==> src/rtl/approx_mult_pkg.sv <==
// Shared constants and state encoding for the approximate shift-add multiplier.
package approx_mult_pkg;

    localparam int unsigned W      = 4;
    localparam int unsigned SEL_W  = W - 1;
    localparam int unsigned ITER   = W;
    localparam int unsigned PROD_W = 2 * W;
    localparam int unsigned CNT_W  = $clog2(ITER);

    localparam logic [SEL_W-1:0] SEL_EXACT = '0;

    typedef enum logic [1:0] {
        IDLE = 2'd0,
        RUN  = 2'd1,
        DONE = 2'd2
    } state_e;

endpackage

==> src/rtl/approx_shift_add_mult_ctrl_if.sv <==
// Operand-source handshake plus adder bus seen by the multiplier controller.
interface approx_shift_add_mult_ctrl_if;
    import approx_mult_pkg::*;

    logic              start;
    logic [W-1:0]      a;
    logic [W-1:0]      b;
    logic [SEL_W-1:0]  sel_cfg;
    logic [W-1:0]      add_in1;
    logic [W-1:0]      add_in2;
    logic [SEL_W-1:0]  add_sel;
    logic              add_cin;
    logic [W:0]        add_sum;
    logic              busy;
    logic              done;
    logic [PROD_W-1:0] product;

    // Controller side
    modport master (
        input  start, a, b, sel_cfg, add_sum,
        output add_in1, add_in2, add_sel, add_cin, busy, done, product
    );

    // Operand source / adder side
    modport slave (
        output start, a, b, sel_cfg, add_sum,
        input  add_in1, add_in2, add_sel, add_cin, busy, done, product
    );

endinterface

==> src/rtl/approx_mult_datapath.sv <==
// Accumulator / multiplier shift register and latched operands; adder
// operands are kept registered so the adder sees clean flop outputs.
module approx_mult_datapath
    import approx_mult_pkg::*;
(
    input  logic             clk,
    input  logic             rst,
    input  logic             i_load,
    input  logic             i_step,
    input  logic [W-1:0]     i_a,
    input  logic [W-1:0]     i_b,
    input  logic [SEL_W-1:0] i_sel,
    input  logic [W:0]       i_sum,
    output logic [W-1:0]     o_acc,
    output logic [W-1:0]     o_operand,
    output logic [SEL_W-1:0] o_sel,
    output logic [W-2:0]     o_q_hi
);

    logic [W-1:0]     r_acc;
    logic [W-1:0]     r_q;
    logic [W-1:0]     r_a;
    logic [SEL_W-1:0] r_sel;
    logic [W-1:0]     r_operand;
    logic [W-1:0]     w_q_next;

    // Sum LSB drops into the multiplier register as it shifts right
    assign w_q_next = {i_sum[0], r_q[W-1:1]};

    always_ff @(posedge clk) begin
        if (rst) begin
            r_acc     <= '0;
            r_q       <= '0;
            r_a       <= '0;
            r_sel     <= '0;
            r_operand <= '0;
        end else if (i_load) begin
            r_acc     <= '0;
            r_q       <= i_b;
            r_a       <= i_a;
            r_sel     <= i_sel;
            r_operand <= i_b[0] ? i_a : '0;
        end else if (i_step) begin
            r_acc     <= i_sum[W:1];
            r_q       <= w_q_next;
            r_operand <= w_q_next[0] ? r_a : '0;
        end
    end

    assign o_acc     = r_acc;
    assign o_operand = r_operand;
    assign o_sel     = r_sel;
    assign o_q_hi    = r_q[W-1:1];

endmodule

==> src/rtl/approx_shift_add_mult_ctrl.sv <==
// Sequential 4x4 shift-and-add multiplier driving an external approximate adder.
module approx_shift_add_mult_ctrl
    import approx_mult_pkg::*;
(
    input  logic                          clk,
    input  logic                          rst,
    approx_shift_add_mult_ctrl_if.master  bus
);

    state_e              r_state;
    state_e              w_state_next;
    logic [CNT_W-1:0]    r_cnt;
    logic                r_busy;
    logic                r_done;
    logic [PROD_W-1:0]   r_product;
    logic                w_load;
    logic                w_step;
    logic                w_last;
    logic [W-1:0]        w_acc;
    logic [W-1:0]        w_operand;
    logic [SEL_W-1:0]    w_sel;
    logic [W-2:0]        w_q_hi;

    approx_mult_datapath u_datapath (
        .clk       (clk),
        .rst       (rst),
        .i_load    (w_load),
        .i_step    (w_step),
        .i_a       (bus.a),
        .i_b       (bus.b),
        .i_sel     (bus.sel_cfg),
        .i_sum     (bus.add_sum),
        .o_acc     (w_acc),
        .o_operand (w_operand),
        .o_sel     (w_sel),
        .o_q_hi    (w_q_hi)
    );

    // Next-state and datapath control
    always_comb begin
        w_state_next = r_state;
        w_load       = 1'b0;
        w_step       = 1'b0;
        w_last       = 1'b0;
        case (r_state)
            IDLE, DONE: begin
                if (bus.start) begin
                    w_load       = 1'b1;
                    w_state_next = RUN;
                end else begin
                    w_state_next = IDLE;
                end
            end
            RUN: begin
                w_step = 1'b1;
                if (r_cnt == CNT_W'(ITER - 1)) begin
                    w_last       = 1'b1;
                    w_state_next = DONE;
                end
            end
            default: w_state_next = IDLE;
        endcase
    end

    always_ff @(posedge clk) begin
        if (rst) begin
            r_state   <= IDLE;
            r_cnt     <= '0;
            r_busy    <= 1'b0;
            r_done    <= 1'b0;
            r_product <= '0;
        end else begin
            r_state <= w_state_next;
            r_busy  <= (w_state_next == RUN);
            r_done  <= (w_state_next == DONE);
            if (w_load) begin
                r_cnt <= '0;
            end else if (w_step) begin
                r_cnt <= r_cnt + CNT_W'(1);
            end
            // Final sum plus the three surviving multiplier bits form the product
            if (w_last) begin
                r_product <= {bus.add_sum, w_q_hi};
            end
        end
    end

    assign bus.add_in1 = w_acc;
    assign bus.add_in2 = w_operand;
    assign bus.add_sel = w_sel;
    assign bus.add_cin = 1'b0;
    assign bus.busy    = r_busy;
    assign bus.done    = r_done;
    assign bus.product = r_product;

endmodule

==> src/flat_wrapper.sv <==
// flat-port wrapper written by rule: the top's interface ports become plain ports
module approx_shift_add_mult_ctrl_flat import approx_mult_pkg::*;
  (clk, rst, bus_start, bus_a, bus_b, bus_sel_cfg, bus_add_sum, bus_add_in1, bus_add_in2, bus_add_sel, bus_add_cin, bus_busy, bus_done, bus_product);
  approx_shift_add_mult_ctrl_if bus_i ();
  input  logic clk;
  input  logic rst;
  input wire logic [$bits(bus_i.start)-1:0] bus_start;
  input wire logic [$bits(bus_i.a)-1:0] bus_a;
  input wire logic [$bits(bus_i.b)-1:0] bus_b;
  input wire logic [$bits(bus_i.sel_cfg)-1:0] bus_sel_cfg;
  input wire logic [$bits(bus_i.add_sum)-1:0] bus_add_sum;
  output wire logic [$bits(bus_i.add_in1)-1:0] bus_add_in1;
  output wire logic [$bits(bus_i.add_in2)-1:0] bus_add_in2;
  output wire logic [$bits(bus_i.add_sel)-1:0] bus_add_sel;
  output wire logic [$bits(bus_i.add_cin)-1:0] bus_add_cin;
  output wire logic [$bits(bus_i.busy)-1:0] bus_busy;
  output wire logic [$bits(bus_i.done)-1:0] bus_done;
  output wire logic [$bits(bus_i.product)-1:0] bus_product;
  assign bus_i.start = bus_start;
  assign bus_i.a = bus_a;
  assign bus_i.b = bus_b;
  assign bus_i.sel_cfg = bus_sel_cfg;
  assign bus_i.add_sum = bus_add_sum;
  assign bus_add_in1 = bus_i.add_in1;
  assign bus_add_in2 = bus_i.add_in2;
  assign bus_add_sel = bus_i.add_sel;
  assign bus_add_cin = bus_i.add_cin;
  assign bus_busy = bus_i.busy;
  assign bus_done = bus_i.done;
  assign bus_product = bus_i.product;
  approx_shift_add_mult_ctrl u_core (.clk(clk), .rst(rst), .bus(bus_i));
endmodule
==> config.mk <==
export PLATFORM = sky130hd
export DESIGN_NAME = approx_shift_add_mult_ctrl_flat
export DESIGN_NICKNAME = d
export VERILOG_FILES = /design/src/rtl/approx_mult_pkg.sv /design/src/rtl/approx_shift_add_mult_ctrl_if.sv /design/src/rtl/approx_mult_datapath.sv /design/src/rtl/approx_shift_add_mult_ctrl.sv /design/src/flat_wrapper.sv
export SDC_FILE = /design/constraint.sdc
export NUM_CORES = 1
export LEC_CHECK = 0
export CAP_MARGIN = 15
export CORE_ASPECT_RATIO = 1.25
export CORE_MARGIN = 4
export CORE_UTILIZATION = 30
export DETAILED_ROUTE_END_ITERATION = 8
export DONT_BUFFER_PORTS = 1
export HOLD_SLACK_MARGIN = 0.08
export SKIP_CTS_REPAIR_TIMING = 1
export SYNTH_ARGS = -nofsm -noshare
export SYNTH_HDL_FRONTEND = slang
export SYNTH_SLANG_ARGS = --single-unit
==> constraint.sdc <==
create_clock -name clk -period 2.46 [get_ports clk]
set_clock_uncertainty 0.1 [all_clocks]
set_input_delay 0.738 -clock clk [delete_from_list [all_inputs] [get_ports clk]]
set_output_delay 0.738 -clock clk [all_outputs]
set_load 0.05 [all_outputs]
==> results of run 1 <==
[area by class of cell]
| cell class | instances | area [µm²] | share of cell area (%) |
|---|---|---|---|
| multi-input cells | 100 | 500 | 38.9 |
| clock buffers | 6 | 72.6 | 5.64 |
| clock inverters | 1 | 5.00 | 0.389 |
| well taps | 54 | 67.6 | 5.25 |
| flip-flops and latches | 32 | 641 | 49.8 |
[cell usage after synthesis]
cell and n:
mux2i_1 1, clkbuf_1 4, and2b_1 1, ha_1 1, o21a_1 1, nand3b_2 1, a22oi_1 2, nand2_1 37
nand2b_1 3, a311oi_1 5, a21oi_1 25, nand3_1 13, nor2_1 7, buf_6 1, buf_2 5, xnor2_1 1
nor2b_1 1, dfxtp_1 32, conb_1 1, buf_4 1
[per-layer routing]
layer | up-vias | wire [µm]
met5 | - | 0
met4 | 0 | 63
met3 | 5 | 405
met2 | 34 | 1190
met1 | 412 | 962
li1 | 471 | -
[worst register-to-register path: stages (launching register included)]
cell      delay [ns]
dfxtp_1         0.39
nand2b_1        0.62
nand2b_1        0.28
a21oi_1         0.19
[power breakdown]
part	switching [mW]	leakage (nW)	internal [mW]	total [mW]
Clock	0.172	0.0410	0.192	0.364
Combinational	0.0440	0.141	0.0221	0.0661
Sequential	0.0584	0.261	0.542	0.600
[state kept, by name, indices dropped and copies added (netlist names)]
register                     flops
u_core.bus.product               8
u_core.u_datapath.o_acc          4
u_core.u_datapath.o_operand      4
u_core.u_datapath.r_a            4
u_core.u_datapath.o_sel          3
u_core.u_datapath.r_q            3
u_core.r_cnt                     2
u_core.r_state                   2
u_core.bus.busy                  1
u_core.bus.done                  1
[how the worst max path moves through the flow]
stage                                 endpoint  cells past startpoint
floorplan                      u_core.bus.busy                      3
global placement    u_core.u_datapath.o_acc[3]                      3
detailed placement  u_core.u_datapath.o_acc[0]                      3
CTS                             bus_add_in1[0]                      0
global route                    bus_add_in1[0]                      0
finish                          bus_add_in1[2]                      0
[cells by family (layout without fill, tap and decap cells)]
logic type               after synthesis  in the layout
AND/OR/NAND/NOR                       63             63
AO/OA/AOI/OAI                         33             33
multiplexers                           1              1
buffers and inverters                 11              7
adder cells (fa/ha/maj)                1              1
XOR/XNOR                               1              1
other                                  1              1
flip-flops                            32             32
[metrics by stage]
stage | instance area, µm² | util [%]
finish | 1290 | 33.7
global route | 1290 | 33.7
CTS | 1290 | 33.7
detailed placement | 1210 | 31.7
global placement | 1210 | 31.7
floorplan | 1200 | -
==> impl_metrics.yaml, run 1 <==
status:
  status: "finished, final reports clean"
yosys:
  synth_xor_area_share_pct: 0.730
  synth-simple-area-share_pct: 22.8
  synth.yosys.seq_area_share_pct: 53.4
  synth_compound_area_share_pct: 16.0
  avgSynthCellArea_um2: 8.39
  synth_area_mm2: 0.00120
  yosysUniqueCellTypes: 20
  synth_nets: 163
  yosys_warnings: 0
  synthesis.instances: 143
  synth_seq_cells: 32
  synth_top_family_by_area: "simple AND/OR/NAND/NOR gates"
  synth_area_leader_cell: "dfxtp_1"
  post_synth_main_area_contributors: "dfxtp_1 (53%), nand2_1 (12%), a21oi_1 (10%), nand3_1 (5.4%), a311oi_1 (3.6%)"
  synthMuxAreaShare_pct: 0.834
  synth_top_cell_area_share_pct: 53.4
  synth-adder-area-share_pct: 1.04
sta:
  fin_tns_setup_ns: 0
  post-route-period-util_pct: 72.3
  fmax_mhz: 563
  rsz0062_at_grt: "false"
  max-slew-margin-rel_pct: 50.1
  min_period_ns: 1.78
  final_max_slew_viol_count: 0
  hold_viol: 0
  tightest_slew_ns: 0.749
  finalSetupViolCount: 0
  holdWs_ns: 0.350
  worst_slack_ns: 0.682
place:
  port_buffers: 0
  dpl.cell_count: 186
  pre_cts_ws_ns: 0.549
  gp_congestion: 0.702
  dp_hpwl_mm: 1.96
finish:
  fin_cells: 193
  final_cell_mix: "nand2_1 (37), dfxtp_1 (32), a21oi_1 (25)"
  nets: 159
  nFillCells: 420
  num_antenna_cells: 0
  final_common_cell: "nand2_1"
  area_delta_synth_final_pct: 7.19
  drive_gt1_share_pct: 5.04
floorplan:
  start_util_pct: 31.4
  ios: 41
  num_rows: 25
  die-area_mm2: 0.00508
  die_w_um: 64.6
  core_mm2: 0.00382
  die_h_um: 78.7
critical_path:
  cp.arrival_ns: 0.94
  start_kind: "flop"
  worstReg2RegStart: "u_core.r_state[0]"
  r2r_end: "u_core.u_datapath.o_acc[0]"
  crit_type: "reg2out"
  setup.worst_path.start: "u_core.u_datapath.o_acc[2]"
  end_kind: "output port"
  worst-r2r-setup-slack_ns: 0.81
  r2r_cells: 3
  cp_data_required_time_ns: 1.62
  worstPathMaxFanout: 2
clock_network:
  cts_max_level: 2
  insertion_delay_ns: 0.28
  cts_tree: "built"
  cts_sinks: 32
  cts.clk_slew.worst_paths_ns: 0.06
  cts-root-buf: "clkbuf_8"
  cts_made_buffers: 5
  clk_path_buf_depth: 2
grt:
  grtUsageMet3_pct: 8.63
  grt_first_pass_wirelength_mm: 4.33
  use_met2_pct: 18.3
  grt_overflow_total: 0
  grt_use_met1_pct: 10.6
  gr-usage-all-layers_pct: 11.4
  busiest_layer: "met2"
  antenna_found_initial: 0
  grt_max_degree: 28
  grt_pass1_vias: 907
route:
  drtIter0Drc: 84
  drt_first_pass_iters: 4
  drt_wl_total_mm: 2.62
  final_antenna_net_count: 0
  wl_per_cell_um: 13.6
  vias: 922
  drc: 0
  vias_per_cell: 4.78
run:
  drv_cap: 0
power_and_ir_drop:
  ir_drop_mv: 0.179
  p_per_area_mw_per_mm2: 801
  p_leak_nw: 0.443
  finalPower_mw: 1.03
min_path:
  whs_endpoint: "u_core.u_datapath.r_a[2]"
  hold-path-cell-count: 2
  hold_class: "reg2reg"
  min_from: "u_core.u_datapath.r_a[2]"
Note: power is estimated with default switching activity, not from simulation.
==> run 2: changes to the inputs <==
==> constraint.sdc (replaced) <==
create_clock -name clk -period 1.8 [get_ports clk]
set_clock_uncertainty 0.1 [all_clocks]
set_input_delay 0.54 -clock clk [delete_from_list [all_inputs] [get_ports clk]]
set_output_delay 0.54 -clock clk [all_outputs]
set_load 0.05 [all_outputs]
==> run 2 against run 1 <==
Net effect:
- clock power is 52% higher
- combinational power is 51% higher
- die area stayed put
- worst hold slack worse by 0.13 ns
- routed wire length is 3.5% higher
- first-iteration DRC count is 6.0% lower
- register-to-register slack worse by 0.46 ns
- via count is 3.5% higher
- design area is 3.3% higher
- count of clock-buffer cells in the layout is 2 higher
- setup slack worse by 0.45 ns
- global-route usage is 0.096 points lower
- critical path type unchanged
==> impl_metrics.yaml, run 2 (synthesis results as in run 1) <==
power_and_ir_drop:
  comb_power_share_pct: 6.8
  clockPowerShare_pct: 37.6
  p_per_area_mw_per_mm2: 1110
  p_seq_share_pct: 55.6
  p_switching_mw: 0.385
  ir_drop_mv: 0.363
  intPower_mw: 1.09
  finalPower_mw: 1.47
  switching_share_pct: 26.1
  p_leak_nw: 0.467
sta:
  worst_slack_ns: 0.234
  finalSetupViolCount: 0
  tightest_slew_ns: 0.536
  holdWs_ns: 0.223
  min_period_ns: 1.57
  final_max_slew_viol_count: 0
  fmax_mhz: 638
  hold_viol: 0
  fin_tns_setup_ns: 0
  rsz0062_at_grt: "false"
  post-route-period-util_pct: 87.0
  max-slew-margin-rel_pct: 64.3
place:
  dpl.cell_count: 190
  port_buffers: 0
  dp_hpwl_mm: 1.99
  gp_congestion: 0.700
  pre_cts_ws_ns: 0.263
floorplan:
  ios: 41
  die_w_um: 64.6
  num_rows: 25
  die-area_mm2: 0.00508
  core_mm2: 0.00382
  die_h_um: 78.7
  start_util_pct: 31.4
critical_path:
  worstReg2RegStart: "u_core.r_state[0]"
  cp_data_required_time_ns: 1.16
  crit_type: "reg2out"
  setup.worst_path.start: "u_core.bus.product[6]"
  worstPathMaxFanout: 2
  start_kind: "flop"
  cp.arrival_ns: 0.93
  end_kind: "output port"
clock_network:
  insertion_delay_ns: 0.28
  cts_made_buffers: 5
  cts-root-buf: "clkbuf_8"
  clk_path_buf_depth: 2
  cts_tree: "built"
  cts_max_level: 2
  cts_sinks: 32
  cts.clk_slew.worst_paths_ns: 0.06
grt:
  grt_max_degree: 28
  grt_overflow_total: 0
  gr-usage-all-layers_pct: 11.3
  antenna_found_initial: 0
  grt_first_pass_wirelength_mm: 4.38
  grt_pass1_vias: 897
route:
  drt_wl_total_mm: 2.71
  final_antenna_net_count: 0
  vias_per_cell: 4.82
  drt_first_pass_iters: 4
  drtIter0Drc: 79
  wl_per_cell_um: 13.7
  drc: 0
  vias: 954
finish:
  drive_gt1_share_pct: 7.64
  num_antenna_cells: 0
  nets: 163
  final_cell_mix: "nand2_1 (37), dfxtp_1 (32), a21oi_1 (25)"
  final_common_cell: "nand2_1"
  fin_cells: 198
  area_delta_synth_final_pct: 10.7
  largest_register_ffs: 8
min_path:
  min_from: "rst"
  hold_class: "in2reg"
status:
  status: "finished, final reports clean"
run:
  drv_cap: 0
==> run 2: changes by cell type in the layout (fill, tap and decap cells not counted), sizes merged <==
cell    before  now
clkinv       1    0
buf          0    4
clkbuf       6    8
==> run 2: power by group through the flow <==
stage	Clock (mW)	Sequential (mW)	Combinational, mW
6_report	0.554	0.819	0.0995
5_1_grt	0.608	0.823	0.114
4_1_cts	0.573	0.820	0.101
3_5_place_dp	0	0.835	0.101
3_3_place_gp	0	0.834	0.0965
2_1_floorplan	0	0.829	0.0942
==> run 2: layout make-up <==
class,instances,area (µm²)
Tap cell,54,67.6
Sequential cell,32,641
Timing Repair Buffer,4,30.0
Multi-Input combinational cell,100,500
Fill cell,416,2490
Clock buffer,8,90.1
==> run 2: worst paths after layout <==
kind                                     to  slack (ns)  depth (start not counted)
min reg2reg        u_core.u_datapath.r_a[0]        0.36                          2
min                   u_core.bus.product[2]        0.22                          1
max                          bus_product[6]        0.23                          0
max reg2reg  u_core.u_datapath.o_operand[3]        0.35                          4
==> run 2: stage by stage <==
step | area, µm² | util [%]
2_1_floorplan | 1200 | -
3_3_place_gp | 1240 | 32.5
3_5_place_dp | 1240 | 32.5
4_1_cts | 1330 | 34.8
5_1_grt | 1330 | 34.8
6_report | 1330 | 34.8
==> run 2: metal layers <==
layer	vias up	routed length, µm	global-route usage, %
met2	37	1310	19.0
met1	434	1070	11.5
met3	4	301	6.65
met4	0	34	4.44
met5	-	0	0
li1	479	-	-
==> run 3: changes to the inputs <==
--- a/config.mk
+++ b/config.mk
@@ -11,6 +11,7 @@
 export CORE_UTILIZATION = 30
 export DETAILED_ROUTE_END_ITERATION = 8
 export DONT_BUFFER_PORTS = 1
+export GPL_TIMING_DRIVEN = 0
 export HOLD_SLACK_MARGIN = 0.08
 export SKIP_CTS_REPAIR_TIMING = 1
 export SYNTH_ARGS = -nofsm -noshare
==> run 3 against run 2 <==
Net effect:
- register-to-register slack better by 0.02 ns
- global-route usage up 0.94 points
- critical path depth unchanged
- sequential power hardly changed
- combinational power rose by 20%
- final cell count up 3.5%
- count of clock-buffer cells in the layout is 2 lower
- via count rose by 7.5%
- routed wire length increased by 7.9%
- fmax decreased by 0.49%
==> impl_metrics.yaml, run 3 (synthesis results as in run 1) <==
critical_path:
  crit_type: "reg2out"
  setup.worst_path.start: "u_core.u_datapath.o_sel[2]"
  end_kind: "output port"
  worstPathMaxFanout: 2
  start_kind: "flop"
  cp_data_required_time_ns: 1.16
  cp.arrival_ns: 0.93
  cp.depth: 0
  r2r_cells: 5
  worstReg2RegStart: "u_core.r_cnt[0]"
power_and_ir_drop:
  comb_power_share_pct: 7.9
  intPower_mw: 1.09
  p_seq_share_pct: 54.5
  p_leak_nw: 0.489
  p_per_area_mw_per_mm2: 1110
  switching_share_pct: 27.8
  ir_drop_mv: 0.344
  p_switching_mw: 0.419
  clockPowerShare_pct: 37.7
clock_network:
  cts-root-buf: "clkbuf_8"
  cts_tree: "built"
  cts_made_buffers: 5
  cts_max_level: 2
  cts_sinks: 32
  cts.clk_slew.worst_paths_ns: 0.07
  insertion_delay_ns: 0.28
  clk_path_buf_depth: 2
place:
  dp_hpwl_mm: 2.14
  port_buffers: 0
  dpl.cell_count: 197
  pre_cts_ws_ns: 0.213
  gp_congestion: 0.776
floorplan:
  start_util_pct: 31.4
  die_w_um: 64.6
  die_h_um: 78.7
  die-area_mm2: 0.00508
  ios: 41
  num_rows: 25
  core_mm2: 0.00382
grt:
  grt_overflow_total: 0
  grt_first_pass_wirelength_mm: 4.76
  grt_max_degree: 11
  antenna_found_initial: 0
  gr-usage-all-layers_pct: 12.3
  grt_pass1_vias: 1040
route:
  final_antenna_net_count: 0
  vias_per_cell: 5.00
  drt_wl_total_mm: 2.92
  wl_per_cell_um: 14.3
  drt_first_pass_iters: 4
  drtIter0Drc: 56
  vias: 1026
  drc: 0
finish:
  final_common_cell: "nand2_1"
  nFillCells: 401
  layout.area.seq_um2: 641
  fin_cells: 205
  final_cell_mix: "nand2_1 (37), dfxtp_1 (32), a21oi_1 (25)"
  largest_register_ffs: 8
  area_delta_synth_final_pct: 13.3
  multi_input_area_um2: 500
  num_antenna_cells: 0
  drive_gt1_share_pct: 10.6
  nets: 170
sta:
  rsz0062_at_grt: "false"
  min_period_ns: 1.57
  max-slew-margin-rel_pct: 65.0
  finalSetupViolCount: 0
  post-route-period-util_pct: 87.4
  final_max_slew_viol_count: 0
  tightest_slew_ns: 0.525
  worst_slack_ns: 0.226
  fin_tns_setup_ns: 0
  fmax_mhz: 635
  hold_viol: 0
min_path:
  hold-path-cell-count: 2
  hold_class: "in2reg"
  min_from: "bus_sel_cfg[1]"
status:
  status: "finished, final reports clean"
run:
  drv_cap: 0
## run 3: cell count changes in the layout (fill, tap and decap cells not counted), sizes merged
cell / previous run / this run
clkbuf: 8 / 10
clkinv: 0 / 2
buf: 4 / 7
## run 3: final timing paths
kind | end | slack [ns]
setup / recovery | bus_add_sel[2] | 0.23
setup reg to reg | u_core.bus.product[0] | 0.37
hold reg to reg | u_core.u_datapath.r_a[3] | 0.36
hold / removal | u_core.u_datapath.o_sel[1] | 0.29
## run 3: through the flow
step / hold slack (ns) / instance area, µm² / power, mW / utilization [%]
2_1_floorplan: 0.337 / 1200 / 0.923 / -
3_3_place_gp: 0.343 / 1270 / 0.947 / 33.2
3_5_place_dp: 0.356 / 1270 / 0.955 / 33.2
4_1_cts: 0.281 / 1360 / 1.52 / 35.6
5_1_grt: 0.298 / 1360 / 1.56 / 35.6
6_report: 0.291 / 1360 / 1.51 / 35.6
## run 3: power groups by stage
stage | Clock [mW] | Sequential (mW) | Combinational, mW
6_report | 0.567 | 0.820 | 0.119
4_1_cts | 0.583 | 0.820 | 0.119
2_1_floorplan | 0 | 0.829 | 0.0942
3_3_place_gp | 0 | 0.834 | 0.113
3_5_place_dp | 0 | 0.836 | 0.119
5_1_grt | 0.604 | 0.823 | 0.136
## run 3: metal layers
| metal | vias up | GRT usage, % | wire, µm |
|---|---|---|---|
| li1 | 492 | - | - |
| met1 | 473 | 12.9 | 1150 |
| met2 | 52 | 20.9 | 1420 |
| met3 | 9 | 4.53 | 281 |
| met4 | 0 | 6.98 | 72 |
| met5 | - | 0 | 0 |
## run 3: final cells by class
cell class                      instances  area share (%)
Buffer                                 11            4.32
Clock buffer                            6            6.07
Clock inverter                          2           0.736
Multi-Input combinational cell        100            36.8
Sequential cell                        32            47.1
Tap cell                               54            4.97
